--- src/rtl/target_tx.sv ---
// rtl/target_tx.sv - HDR-DDR target transmit serializer, one SDA bit per SCL edge
// Optional internal CRC5 generator: define TARGET_TX_CRC_GEN_EN
`timescale 1ns/1ps
module target_tx #(
  parameter int         DATA_W   = 8,
  parameter int         CRC_W    = 5,
  parameter logic [3:0] TOKEN    = 4'hC,
  parameter logic       SDA_IDLE = 1'b1
) (
  input  logic              i_sys_clk,
  input  logic              i_sys_rst,
  input  logic              i_sclgen_scl_pos_edge,
  input  logic              i_sclgen_scl_neg_edge,
  input  logic              i_ddrccc_tx_en,
  input  logic [3:0]        i_ddrccc_tx_mode,
  input  logic              i_ddrccc_tx_pre,
  input  logic [DATA_W-1:0] i_regf_tx_data,
  input  logic [CRC_W-1:0]  i_crc_value,
  output logic              o_sdahnd_tx_sda,
  output logic              o_regf_rd_en,
  output logic              o_ddrccc_tx_mode_done,
  output logic              o_ddrccc_error_flag
);

  localparam int         CNT_W     = $clog2(DATA_W + 1);
  localparam logic [3:0] MODE_PRE  = 4'b0001;
  localparam logic [3:0] MODE_DATA = 4'b0010;
  localparam logic [3:0] MODE_PAR  = 4'b0100;
  localparam logic [3:0] MODE_TOK  = 4'b0101;
  localparam logic [3:0] MODE_CRC  = 4'b0110;

  typedef enum logic [1:0] {ST_IDLE, ST_SHIFT, ST_DONE} state_t;

  state_t              state_q, state_d;
  logic                sda_q, sda_d;
  logic                done_q, done_d;
  logic                err_q, err_d;
  logic                tog_q, tog_d;
  logic [DATA_W-1:0]   pat_q, pat_d;
  logic [DATA_W-1:0]   d1_q, d1_d;
  logic [DATA_W-1:0]   d2_q, d2_d;
  logic [CNT_W-1:0]    cnt_q, cnt_d;
  logic [CNT_W-1:0]    len_q, len_d;
  logic [DATA_W-1:0]   pat_new;
  logic [CNT_W-1:0]    len_new;
  logic                legal;
  logic                accept;
  logic                strobe;
  logic [CRC_W-1:0]    crc_src;
  logic [2*DATA_W-1:0] d_word;
  logic                pa1, pa0;

  assign strobe = i_sclgen_scl_pos_edge | i_sclgen_scl_neg_edge;
  assign accept = (state_q == ST_IDLE) && i_ddrccc_tx_en && !i_sys_rst;
  assign d_word = {d1_q, d2_q};

  // Odd-index bits feed PA1, even-index bits feed the inverted PA0.
  always_comb begin
    pa1 = 1'b0;
    pa0 = 1'b1;
    for (int i = 0; i < 2 * DATA_W; i++) begin
      if (i % 2 == 1) pa1 = pa1 ^ d_word[i];
      else            pa0 = pa0 ^ d_word[i];
    end
  end

  // Patterns are left-aligned so the MSB is always the next bit out.
  always_comb begin
    pat_new = '0;
    len_new = '0;
    legal   = 1'b1;
    case (i_ddrccc_tx_mode)
      MODE_PRE: begin
        pat_new = {i_ddrccc_tx_pre, {(DATA_W-1){1'b0}}};
        len_new = CNT_W'(1);
      end
      MODE_DATA: begin
        pat_new = i_regf_tx_data;
        len_new = CNT_W'(DATA_W);
      end
      MODE_PAR: begin
        pat_new = {pa1, pa0, {(DATA_W-2){1'b0}}};
        len_new = CNT_W'(2);
        legal   = !tog_q;
      end
      MODE_TOK: begin
        pat_new = {TOKEN, {(DATA_W-4){1'b0}}};
        len_new = CNT_W'(4);
      end
      MODE_CRC: begin
        pat_new = {crc_src, {(DATA_W-CRC_W){1'b0}}};
        len_new = CNT_W'(CRC_W);
      end
      default: legal = 1'b0;
    endcase
  end

  always_comb begin
    state_d      = state_q;
    sda_d        = sda_q;
    done_d       = 1'b0;
    err_d        = 1'b0;
    tog_d        = tog_q;
    pat_d        = pat_q;
    d1_d         = d1_q;
    d2_d         = d2_q;
    cnt_d        = cnt_q;
    len_d        = len_q;
    o_regf_rd_en = 1'b0;
    case (state_q)
      ST_IDLE: begin
        if (accept) begin
          if (i_ddrccc_tx_mode == MODE_DATA) begin
            o_regf_rd_en = 1'b1;
            if (tog_q) d2_d = i_regf_tx_data;
            else       d1_d = i_regf_tx_data;
            tog_d = !tog_q;
          end
          if (i_ddrccc_tx_mode == MODE_PAR) tog_d = 1'b0;
          if (legal) begin
            sda_d   = pat_new[DATA_W-1];
            pat_d   = pat_new << 1;
            cnt_d   = CNT_W'(1);
            len_d   = len_new;
            state_d = ST_SHIFT;
          end else begin
            err_d   = 1'b1;
            done_d  = 1'b1;
            state_d = ST_DONE;
          end
        end
      end
      ST_SHIFT: begin
        if (!i_ddrccc_tx_en) begin
          sda_d   = SDA_IDLE;
          cnt_d   = '0;
          state_d = ST_IDLE;
        end else if (strobe) begin
          if (cnt_q == len_q) begin
            done_d  = 1'b1;
            state_d = ST_DONE;
          end else begin
            sda_d = pat_q[DATA_W-1];
            pat_d = pat_q << 1;
            cnt_d = cnt_q + CNT_W'(1);
          end
        end
      end
      ST_DONE: begin
        cnt_d   = '0;
        state_d = ST_IDLE;
      end
      default: state_d = ST_IDLE;
    endcase
  end

  always_ff @(posedge i_sys_clk) begin
    if (i_sys_rst) begin
      state_q <= ST_IDLE;
      sda_q   <= SDA_IDLE;
      done_q  <= 1'b0;
      err_q   <= 1'b0;
      tog_q   <= 1'b0;
      pat_q   <= '0;
      d1_q    <= '0;
      d2_q    <= '0;
      cnt_q   <= '0;
      len_q   <= '0;
    end else begin
      state_q <= state_d;
      sda_q   <= sda_d;
      done_q  <= done_d;
      err_q   <= err_d;
      tog_q   <= tog_d;
      pat_q   <= pat_d;
      d1_q    <= d1_d;
      d2_q    <= d2_d;
      cnt_q   <= cnt_d;
      len_q   <= len_d;
    end
  end

`ifdef TARGET_TX_CRC_GEN_EN
  localparam logic [CRC_W-1:0] CRC_SEED = 5'h1F;
  localparam logic [CRC_W-1:0] CRC_POLY = 5'h05;

  logic [CRC_W-1:0] crc_q, crc_d;
  logic             mode_data_q, mode_data_d;
  logic             mode_crc_q, mode_crc_d;
  logic             unused_crc_value;

  function automatic logic [CRC_W-1:0] crc_step(input logic [CRC_W-1:0] c, input logic b);
    return {c[CRC_W-2:0], 1'b0} ^ ((c[CRC_W-1] ^ b) ? CRC_POLY : '0);
  endfunction

  assign crc_src          = crc_q;
  assign unused_crc_value = ^i_crc_value;

  // The CRC follows every data bit as it is driven, including bits of an aborted byte.
  always_comb begin
    crc_d       = crc_q;
    mode_data_d = mode_data_q;
    mode_crc_d  = mode_crc_q;
    if (accept) begin
      mode_data_d = (i_ddrccc_tx_mode == MODE_DATA);
      mode_crc_d  = (i_ddrccc_tx_mode == MODE_CRC);
      if (i_ddrccc_tx_mode == MODE_DATA) crc_d = crc_step(crc_q, i_regf_tx_data[DATA_W-1]);
    end else if (state_q == ST_SHIFT && i_ddrccc_tx_en && strobe) begin
      if (cnt_q == len_q) begin
        if (mode_crc_q) crc_d = CRC_SEED;
      end else if (mode_data_q) begin
        crc_d = crc_step(crc_q, pat_q[DATA_W-1]);
      end
    end
  end

  always_ff @(posedge i_sys_clk) begin
    if (i_sys_rst) begin
      crc_q       <= CRC_SEED;
      mode_data_q <= 1'b0;
      mode_crc_q  <= 1'b0;
    end else begin
      crc_q       <= crc_d;
      mode_data_q <= mode_data_d;
      mode_crc_q  <= mode_crc_d;
    end
  end
`else
  assign crc_src = i_crc_value;
`endif

  assign o_sdahnd_tx_sda       = sda_q;
  assign o_ddrccc_tx_mode_done = done_q;
  assign o_ddrccc_error_flag   = err_q;

endmodule
--- config.mk ---
export PLATFORM = sky130hd
export DESIGN_NAME = target_tx
export DESIGN_NICKNAME = d
export VERILOG_FILES = /design/src/rtl/target_tx.sv
export SDC_FILE = /design/constraint.sdc
export NUM_CORES = 1
export LEC_CHECK = 0
export BUFFER_PORTS_ARGS = -buffer_cell sky130_fd_sc_hd__buf_2
export CAP_MARGIN = 10
export CORE_ASPECT_RATIO = 0.6
export CORE_MARGIN = 8
export CORE_UTILIZATION = 40
export CTS_BUF_LIST = sky130_fd_sc_hd__clkbuf_8
export CTS_CLUSTER_DIAMETER = 150
export CTS_CLUSTER_SIZE = 24
export DETAILED_ROUTE_END_ITERATION = 6
export SKIP_LAST_GASP = 1
export SLEW_MARGIN = 20
export SYNTH_ARGS = -nofsm -noshare
export SYNTH_HDL_FRONTEND = slang
export SYNTH_SLANG_ARGS = --single-unit
export TNS_END_PERCENT = 1
--- constraint.sdc ---
create_clock -name i_sys_clk -period 2.3 [get_ports i_sys_clk]
set_input_delay 0.69 -clock i_sys_clk [delete_from_list [all_inputs] [get_ports i_sys_clk]]
set_output_delay 0.69 -clock i_sys_clk [all_outputs]
set_load 0.01 [all_outputs]
==> results.yml, run 1 <==
floorplanning:
  core_area_um2: 4930
  die_h_um: 70.78
  initial_utilization: 0.4058
  dieArea_um2: 7595
  row_count: 20
  io_pins: 27
  die_w_um: 107.3
final_layout:
  drive_gt1_frac: 0.2624
  fin_nets: 309
  diodes: 0
  area_growth_pct: 26.39
global_route:
  antenna_found_initial: 0
  grt_remaining_overflow: 0
  grt_use_total: 0.1370
  first_global_vias: 1677
  grt_pass1_wl_um: 8266
  grt_max_degree: 19
route:
  dr_wl_met3_um: 404
  drtIter0Drc: 121
  via_count: 1785
  ant_nets: 0
  drc: 0
  via_per_inst: 5.129
  wl_per_cell_um: 14.55
  drt-pass1-iter-count: 4
  met1_length_um: 2795
  dr_wl_met2_um: 1835
  routed_wl_um: 5064
  top_layer: "met4"
yosys:
  ys_ff_latch: 37
  syn_inst: 226
  synth_top_area_share: 0.3702
  synthTopCellsByCount: "dfxtp_1 (37), nor2_1 (29), mux2i_1 (23)"
  yosys-top-cells-area: "dfxtp_1 (37%), mux2i_1 (12%), xnor2_1 (5.7%)"
  synth_edf_count: 0
  synth.most_common_cell: "dfxtp_1"
  syn_area_um2: 2001
  synth_flop_cell: "dfxtp_1"
  async_reset_ff_frac: 0
  syn_nets: 254
  synth.largest_area_cell: "dfxtp_1"
  yosysWarnings: 0
  avgSynthCellArea_um2: 8.853
  synth-seq-area-share: 0.3702
  synth.distinct_cells: 46
power:
  peakVddDrop_v: 0.0002684
  p_per_area_nw_per_um2: 631.0
  total_leakage_power_nw: 1.091
placement:
  hpwlAfterDp_um: 3884
  gp_congestion: 0.8157
  portBuffers: 26
  dpl_worst_slack_ns: -0.07898
timing:
  rsz0062_at_grt: "yes"
  whs_ns: 0.4808
  maxSlewViolCount: 0
  period_needed_ns: 2.335
  timing.setup.tns_ns: -0.03457
  max_freq_mhz: 428.3
  setup_viol: 1
  setup_slack_ns: -0.03457
  slew_headroom: 0.7043
  clock_skew_ns: 0.006268
  hold_viol: 0
  fin_crit_sh: 1.015
  worstMarginPinSlew_ns: 0.4323
worst_hold_path:
  hold_path_class: "reg2reg"
critical_path:
  r2r_setup_slack_ns: 0.11
  crit_path_max_fanout: 2
  endpoint_kind: "output pin"
  startpoint_type: "input port"
  worstPathArrival_ns: 1.64
  crit_type: "in2out"
  required_ns: 1.61
clock_tree:
  clock-sinks: 37
  cts_tree: "done"
  path_clk_slew_ns: 0.07
  cts_inserted_buffers: 5
  worstSkewPairLatency_ns: 0.29
  cts_setup_buffers: 0
  htree_num_levels: 2
  cts_hold_buf: 0
  max-clock-path-buffers: 2
  root_buffer: "clkbuf_8"
status:
  status: "finished with violations"
  violations: "setup timing"
run:
  drv_cap: 0
-- final timing paths --
kind,to,from,cells after the start
worst max-delay path,o_regf_rd_en,i_ddrccc_tx_mode[0],4
worst min-delay path,pat_q[1],pat_q[1],2
worst max register to register,cnt_q[3],state_q[1],7
worst min register to register,pat_q[1],pat_q[1],2
-- per-stage QoR --
stage	utilization	instances	area, um^2	total power, W
6_report	0.5129	348	2529	0.001595
3_3_place_gp	0.4876	340	2404	0.001007
2_1_floorplan	-	226	2001	0.0008733
5_1_grt	0.5129	348	2529	0.001671
3_5_place_dp	0.4876	340	2404	0.001006
4_1_cts	0.5124	348	2526	0.001599
-- power by group --
part           switching [W]  internal, W  leakage [nW]
registers          0.0000187     0.000669         0.300
logic               0.000167     0.000144         0.733
clock network       0.000244     0.000353        0.0574
-- per-layer routing --
metal | vias up | GRT usage
met1 | 807 | 0.2177
met3 | 5 | 0.04624
met2 | 55 | 0.1610
met5 | - | 0
met4 | 0 | 0.03256
li1 | 918 | -
-- state kept, by name, indices dropped and copies added (netlist names) --
register,count
d1_q,8
d2_q,8
pat_q,7
cnt_q,4
len_q,4
state_q,2
o_ddrccc_error_flag,1
o_ddrccc_tx_mode_done,1
o_sdahnd_tx_sda,1
tog_q,1
-- final cells by class --
cell class	count	area (um^2)
multi-input cells	171	1185
clock inverters	2	37.54
well taps	66	82.58
repair buffers	58	370.4
fillers	464	2401
clock buffers	6	82.58
flip-flops and latches	37	740.7
inverters	8	30.03
-- repair_timing --
action,4_1_cts,5_1_grt
endpoints found under the setup margin,1,1
pin swaps,0,0
resized for setup,1,1
-- cell families (layout without fill, tap and decap cells) --
kind of cell	count (synthesis)	in the layout	share of synthesized area
AO/OA/AOI/OAI	49	49	0.1614
XOR/XNOR	18	18	0.07880
adder cells (fa/ha/maj)	5	5	0.03127
buffers and inverters	18	74	0.04003
flip-flops	37	37	0.3702
multiplexers	25	25	0.1263
AND/OR/NAND/NOR	74	74	0.1920
-- critical path, stage by stage --
cell and delay [ns]:
buf_2 0.10, or3b_4 0.42, nor4_4 0.25, buf_2 0.18
-- cell usage in the layout, fill, tap and decap left out, types with 5 or more instances in the layout --
cell and count:
nor2b_1 6, xnor2_1 13, clkbuf_8 6, buf_4 32, nor3_1 9, o21ai_0 8
a21oi_1 17, mux2i_1 23, dfxtp_1 37, buf_2 26, nand2_1 10, nor2_1 29
xor2_1 5, a2111oi_0 6, inv_1 8
Note: power is estimated with default switching activity, not from simulation.
==> run 2, diff against run 1 <==
RECOVER_POWER = 50   (was not set)
clock period = 2.75 ns   (was 2.3 ns; I/O delays follow)
==> results.yml, run 2 (synthesized netlist as in run 1, its figures left out) <==
status:
  status: "finished clean"
route:
  via_count: 1718
  routed_wl_um: 4852
  wl_per_cell_um: 14.75
  drtIter0Drc: 85
  ant_nets: 0
  via_per_inst: 5.222
  drc: 0
  drt-pass1-iter-count: 5
final_layout:
  drive_gt1_frac: 0.1749
  diodes: 0
  num-fill-cells: 474
  area_growth_pct: 18.70
  reg_top3: "d1_q: 8 flops, d2_q: 8 flops, pat_q: 7 flops"
  fin_cells: 329
  fin_util: 0.4817
  final_cell_mix: "dfxtp_1 (37), nor2_1 (29), mux2i_1 (23), buf_2 (23), a21oi_1 (17)"
  fin_nets: 290
  layout_commonest_cell: "dfxtp_1"
timing:
  clock_skew_ns: 0.009796
  setup_viol: 0
  fin_crit_sh: 0.9691
  slew_headroom: 0.4328
  hold_viol: 0
  timing.setup.tns_ns: 0
  worstMarginPinSlew_ns: 0.8444
  period_needed_ns: 2.665
  rsz0062_at_grt: "no"
  whs_ns: 0.4836
  maxSlewViolCount: 0
  max_freq_mhz: 375.2
floorplanning:
  row_count: 20
  die_w_um: 107.3
  dieArea_um2: 7595
  core_area_um2: 4930
  io_pins: 27
  initial_utilization: 0.4058
  die_h_um: 70.78
global_route:
  grt_remaining_overflow: 0
  grt_use_total: 0.1276
  grt_pass1_wl_um: 7790
  antenna_found_initial: 0
  grt_max_degree: 35
  first_global_vias: 1638
clock_tree:
  max-clock-path-buffers: 2
  cts_tree: "done"
  root_buffer: "clkbuf_8"
  clock-sinks: 37
  path_clk_slew_ns: 0.07
  cts_setup_buffers: 0
  htree_num_levels: 2
  cts_hold_buf: 0
  worstSkewPairLatency_ns: 0.29
  cts_inserted_buffers: 5
  cts.repair.resized: 0
placement:
  hpwlAfterDp_um: 3638
  portBuffers: 26
  dp_cells: 321
  gp_congestion: 0.7833
power:
  p_total_w: 0.001296
  total_leakage_power_nw: 0.9800
  peakVddDrop_v: 0.0002071
  p_per_area_nw_per_um2: 545.7
critical_path:
  critPathTopFamily: "simple AND/OR/NAND/NOR gates"
  startpoint_type: "input port"
  worstPathArrival_ns: 1.84
  slowest_delay_ns: 0.44
  cp_slowest_cell: "or3b_1"
  r2r_setup_slack_ns: 0.46
  crit_type: "in2out"
  crit_path_max_fanout: 6
  crit_top_cell: "buf_2"
  path_buf_inv: 2
  endpoint_kind: "output pin"
  worstPathCellList: "buf_2 -> or3b_1 -> nor4_4 -> buf_2"
  required_ns: 1.93
worst_hold_path:
  hold_path_class: "reg2reg"
run:
  drv_cap: 0
run 2: cell count changes in the layout (fill, tap and decap cells not counted):
cell,delta
buf_12,+1
o21ai_1,-1
or3b_4,-1
clkbuf_1,+7
or3b_1,+1
ha_1,+1
buf_2,-3
buf_4,-24
o21ai_0,+1
ha_2,-1
run 2: path summary, 6_finish.rpt:
check,start,to,cells after the start
worst min register to register,d2_q[0],d2_q[0],2
worst max register to register,state_q[1],cnt_q[3],7
worst max-delay path,i_ddrccc_tx_mode[1],o_regf_rd_en,4
worst min-delay path,d2_q[0],d2_q[0],2
run 2: cell type report:
class	count	area (um^2)	share of cell area
Inverter	8	30.03	0.01264
Timing Repair Buffer	39	221.5	0.09326
Clock inverter	2	37.54	0.01581
Clock buffer	6	82.58	0.03477
Sequential cell	37	740.7	0.3119
Multi-Input combinational cell	171	1180	0.4968
Tap cell	66	82.58	0.03477
run 2: report_power, final:
group          switching (W)  total (W)  internal (W)
registers          0.0000162   0.000576      0.000560
logic               0.000132   0.000228     0.0000965
clock network       0.000197   0.000492      0.000295
run 2: per-stage QoR:
| step | area [um^2] | setup WS (ns) |
|---|---|---|
| 2_1_floorplan | 2001 | 0.2346 |
| 3_3_place_gp | 2273 | 0.09998 |
| 3_5_place_dp | 2273 | 0.08394 |
| 4_1_cts | 2394 | 0.08345 |
| 5_1_grt | 2375 | 0.03983 |
| 6_report | 2375 | 0.08495 |
run 2: worst register-to-register path, stage by stage (launching register included):
cell and delay, ns:
dfxtp_1 0.38, inv_1 0.09, ha_1 0.20, and2_1 0.21, a221o_1 0.32, a221o_1 0.37, or4_1 0.52, a21oi_1 0.13
run 2: layer usage:
layer  wire length (um)  global-route usage  up-vias  share of wire
met4                  0             0.02946        0              0
li1                   -                   -      878              -
met3                379             0.04805        0          0.078
met2               1856              0.1548       66           0.38
met5                  0                   0        -              0
met1               2616              0.1963      774           0.54
==> run 3, diff against run 2 <==
GPL_TIMING_DRIVEN = 0   (was not set)
==> results.yml, run 3 (synthesized netlist as in run 1, its figures left out) <==
placement:
  gp_congestion: 0.8439
  portBuffers: 25
  dpl_worst_slack_ns: -0.1468
  dpl_cell_area_um2: 2208
  dp_cells: 317
  hpwlAfterDp_um: 3785
final_layout:
  diodes: 0
  final_cell_mix: "dfxtp_1 (37), nor2_1 (29), mux2i_1 (23), buf_2 (22), a21oi_1 (17)"
  layout_commonest_cell: "dfxtp_1"
  fin_nets: 287
  fin_cells: 325
  area_growth_pct: 14.82
  drive_gt1_frac: 0.1467
  reg_top3: "d1_q: 8 flops, d2_q: 8 flops, pat_q: 7 flops"
  postLayoutCellArea_um2: 2297
timing:
  period_needed_ns: 2.672
  rsz0062_at_grt: "no"
  setup_viol: 0
  setup_slack_ns: 0.07841
  fin_crit_sh: 0.9715
  clock_skew_ns: 0.009199
  whs_ns: 0.4806
  hold_viol: 0
  maxSlewViolCount: 0
  max_freq_mhz: 374.3
  worstMarginPinSlew_ns: 0.9409
  slew_headroom: 0.3679
route:
  drtIter0Drc: 90
  routed_wl_um: 5014
  via_count: 1723
  wl_per_cell_um: 15.43
  ant_nets: 0
  drt-pass1-iter-count: 4
  drc: 0
  via_per_inst: 5.302
global_route:
  antenna_found_initial: 0
  first_global_vias: 1698
  grtUsageMet3: 0.04080
  grt_use_met2: 0.1753
  grt_pass1_wl_um: 8355
  grt-busiest-layer: "met1"
  grt_max_degree: 11
  grt_remaining_overflow: 0
  grt_use_total: 0.1387
  met1_usage: 0.2080
status:
  status: "finished clean"
critical_path:
  reg2reg_from: "state_q[1]"
  r2r-end: "cnt_q[3]"
  slowest_delay_ns: 0.42
  crit_type: "in2out"
  r2r_cells: 8
  r2r_setup_slack_ns: 0.33
  crit_path_max_fanout: 7
  worstPathCellList: "buf_2 -> or3b_4 -> nor4_4 -> buf_2"
  required_ns: 1.93
  cp_slowest_cell: "or3b_4"
  worstPathArrival_ns: 1.85
  crit_top_cell: "buf_2"
  endpoint_kind: "output pin"
  startpoint_type: "input port"
clock_tree:
  max-clock-path-buffers: 2
  cts_inserted_buffers: 5
  htree_num_levels: 2
  path_clk_slew_ns: 0.07
  root_buffer: "clkbuf_8"
  worstSkewPairLatency_ns: 0.29
  clock-sinks: 37
  cts_tree: "done"
  cts_hold_buf: 0
floorplanning:
  die_h_um: 70.78
  die_w_um: 107.3
  io_pins: 27
  core_area_um2: 4930
  dieArea_um2: 7595
  initial_utilization: 0.4058
  row_count: 20
worst_hold_path:
  hp-start: "d2_q[0]"
  whs_path_depth: 2
  hold_end: "d2_q[0]"
  hold_path_class: "reg2reg"
power:
  total_leakage_power_nw: 0.9402
  p_per_area_nw_per_um2: 515.5
  peakVddDrop_v: 0.0002000
run:
  drv_cap: 0
run 3: what timing repair did:
action / in CTS / in global routing
gates resized for setup: 1 / 0
setup buffers: 2 / 0
pin swaps: 2 / 1
endpoints found under the setup margin: 1 / 1
run 3: worst max path at each step:
stage	startpoint	end	slack, ns	cells after the start
finish	i_ddrccc_tx_mode[3]	o_regf_rd_en	0.08	4
floorplan	i_ddrccc_tx_mode[0]	o_regf_rd_en	0.23	3
global route	i_ddrccc_tx_mode[1]	o_regf_rd_en	0.06	4
global placement	i_ddrccc_tx_mode[0]	o_regf_rd_en	-0.14	5
detailed placement	i_ddrccc_tx_mode[0]	o_regf_rd_en	-0.15	5
CTS	i_ddrccc_tx_mode[3]	o_regf_rd_en	0.03	4
run 3: metrics by stage:
step / TNS [ns] / power (W) / util
after floorplan: 0 / 0.0007304 / -
after global placement: -0.1380 / 0.0008020 / 0.4480
after detailed placement: -0.1468 / 0.0008014 / 0.4480
after CTS: 0 / 0.001191 / 0.4683
after global routing: 0 / 0.001251 / 0.4660
final: 0 / 0.001184 / 0.4660
run 3: final cells by class:
type | count | area (um^2)
Tap cell | 66 | 82.58
Fill cell | 482 | 2633
Sequential cell | 37 | 740.7
Clock buffer | 6 | 82.58
Buffer | 9 | 43.79
Clock inverter | 1 | 3.754
Timing Repair Buffer | 27 | 131.4
Inverter | 8 | 30.03
Multi-Input combinational cell | 171 | 1182
run 3: where the power goes:
part	internal [W]	total, W	switching, W	leakage, nW
Combinational	0.0000848	0.000217	0.000132	0.592
Sequential	0.000560	0.000576	0.0000165	0.300
Clock	0.000195	0.000391	0.000196	0.0485
run 3: worst max-delay path, delay by kind of cell:
family                 cells  cell delay (ns)
buffers and inverters      2             0.34
and+or+nand+nor            2             0.68
run 3: layer usage:
layer | wire [um] | share of wire
met5 | 0 | 0
met4 | 69 | 0.014
met3 | 327 | 0.065
met2 | 1845 | 0.37
met1 | 2772 | 0.55
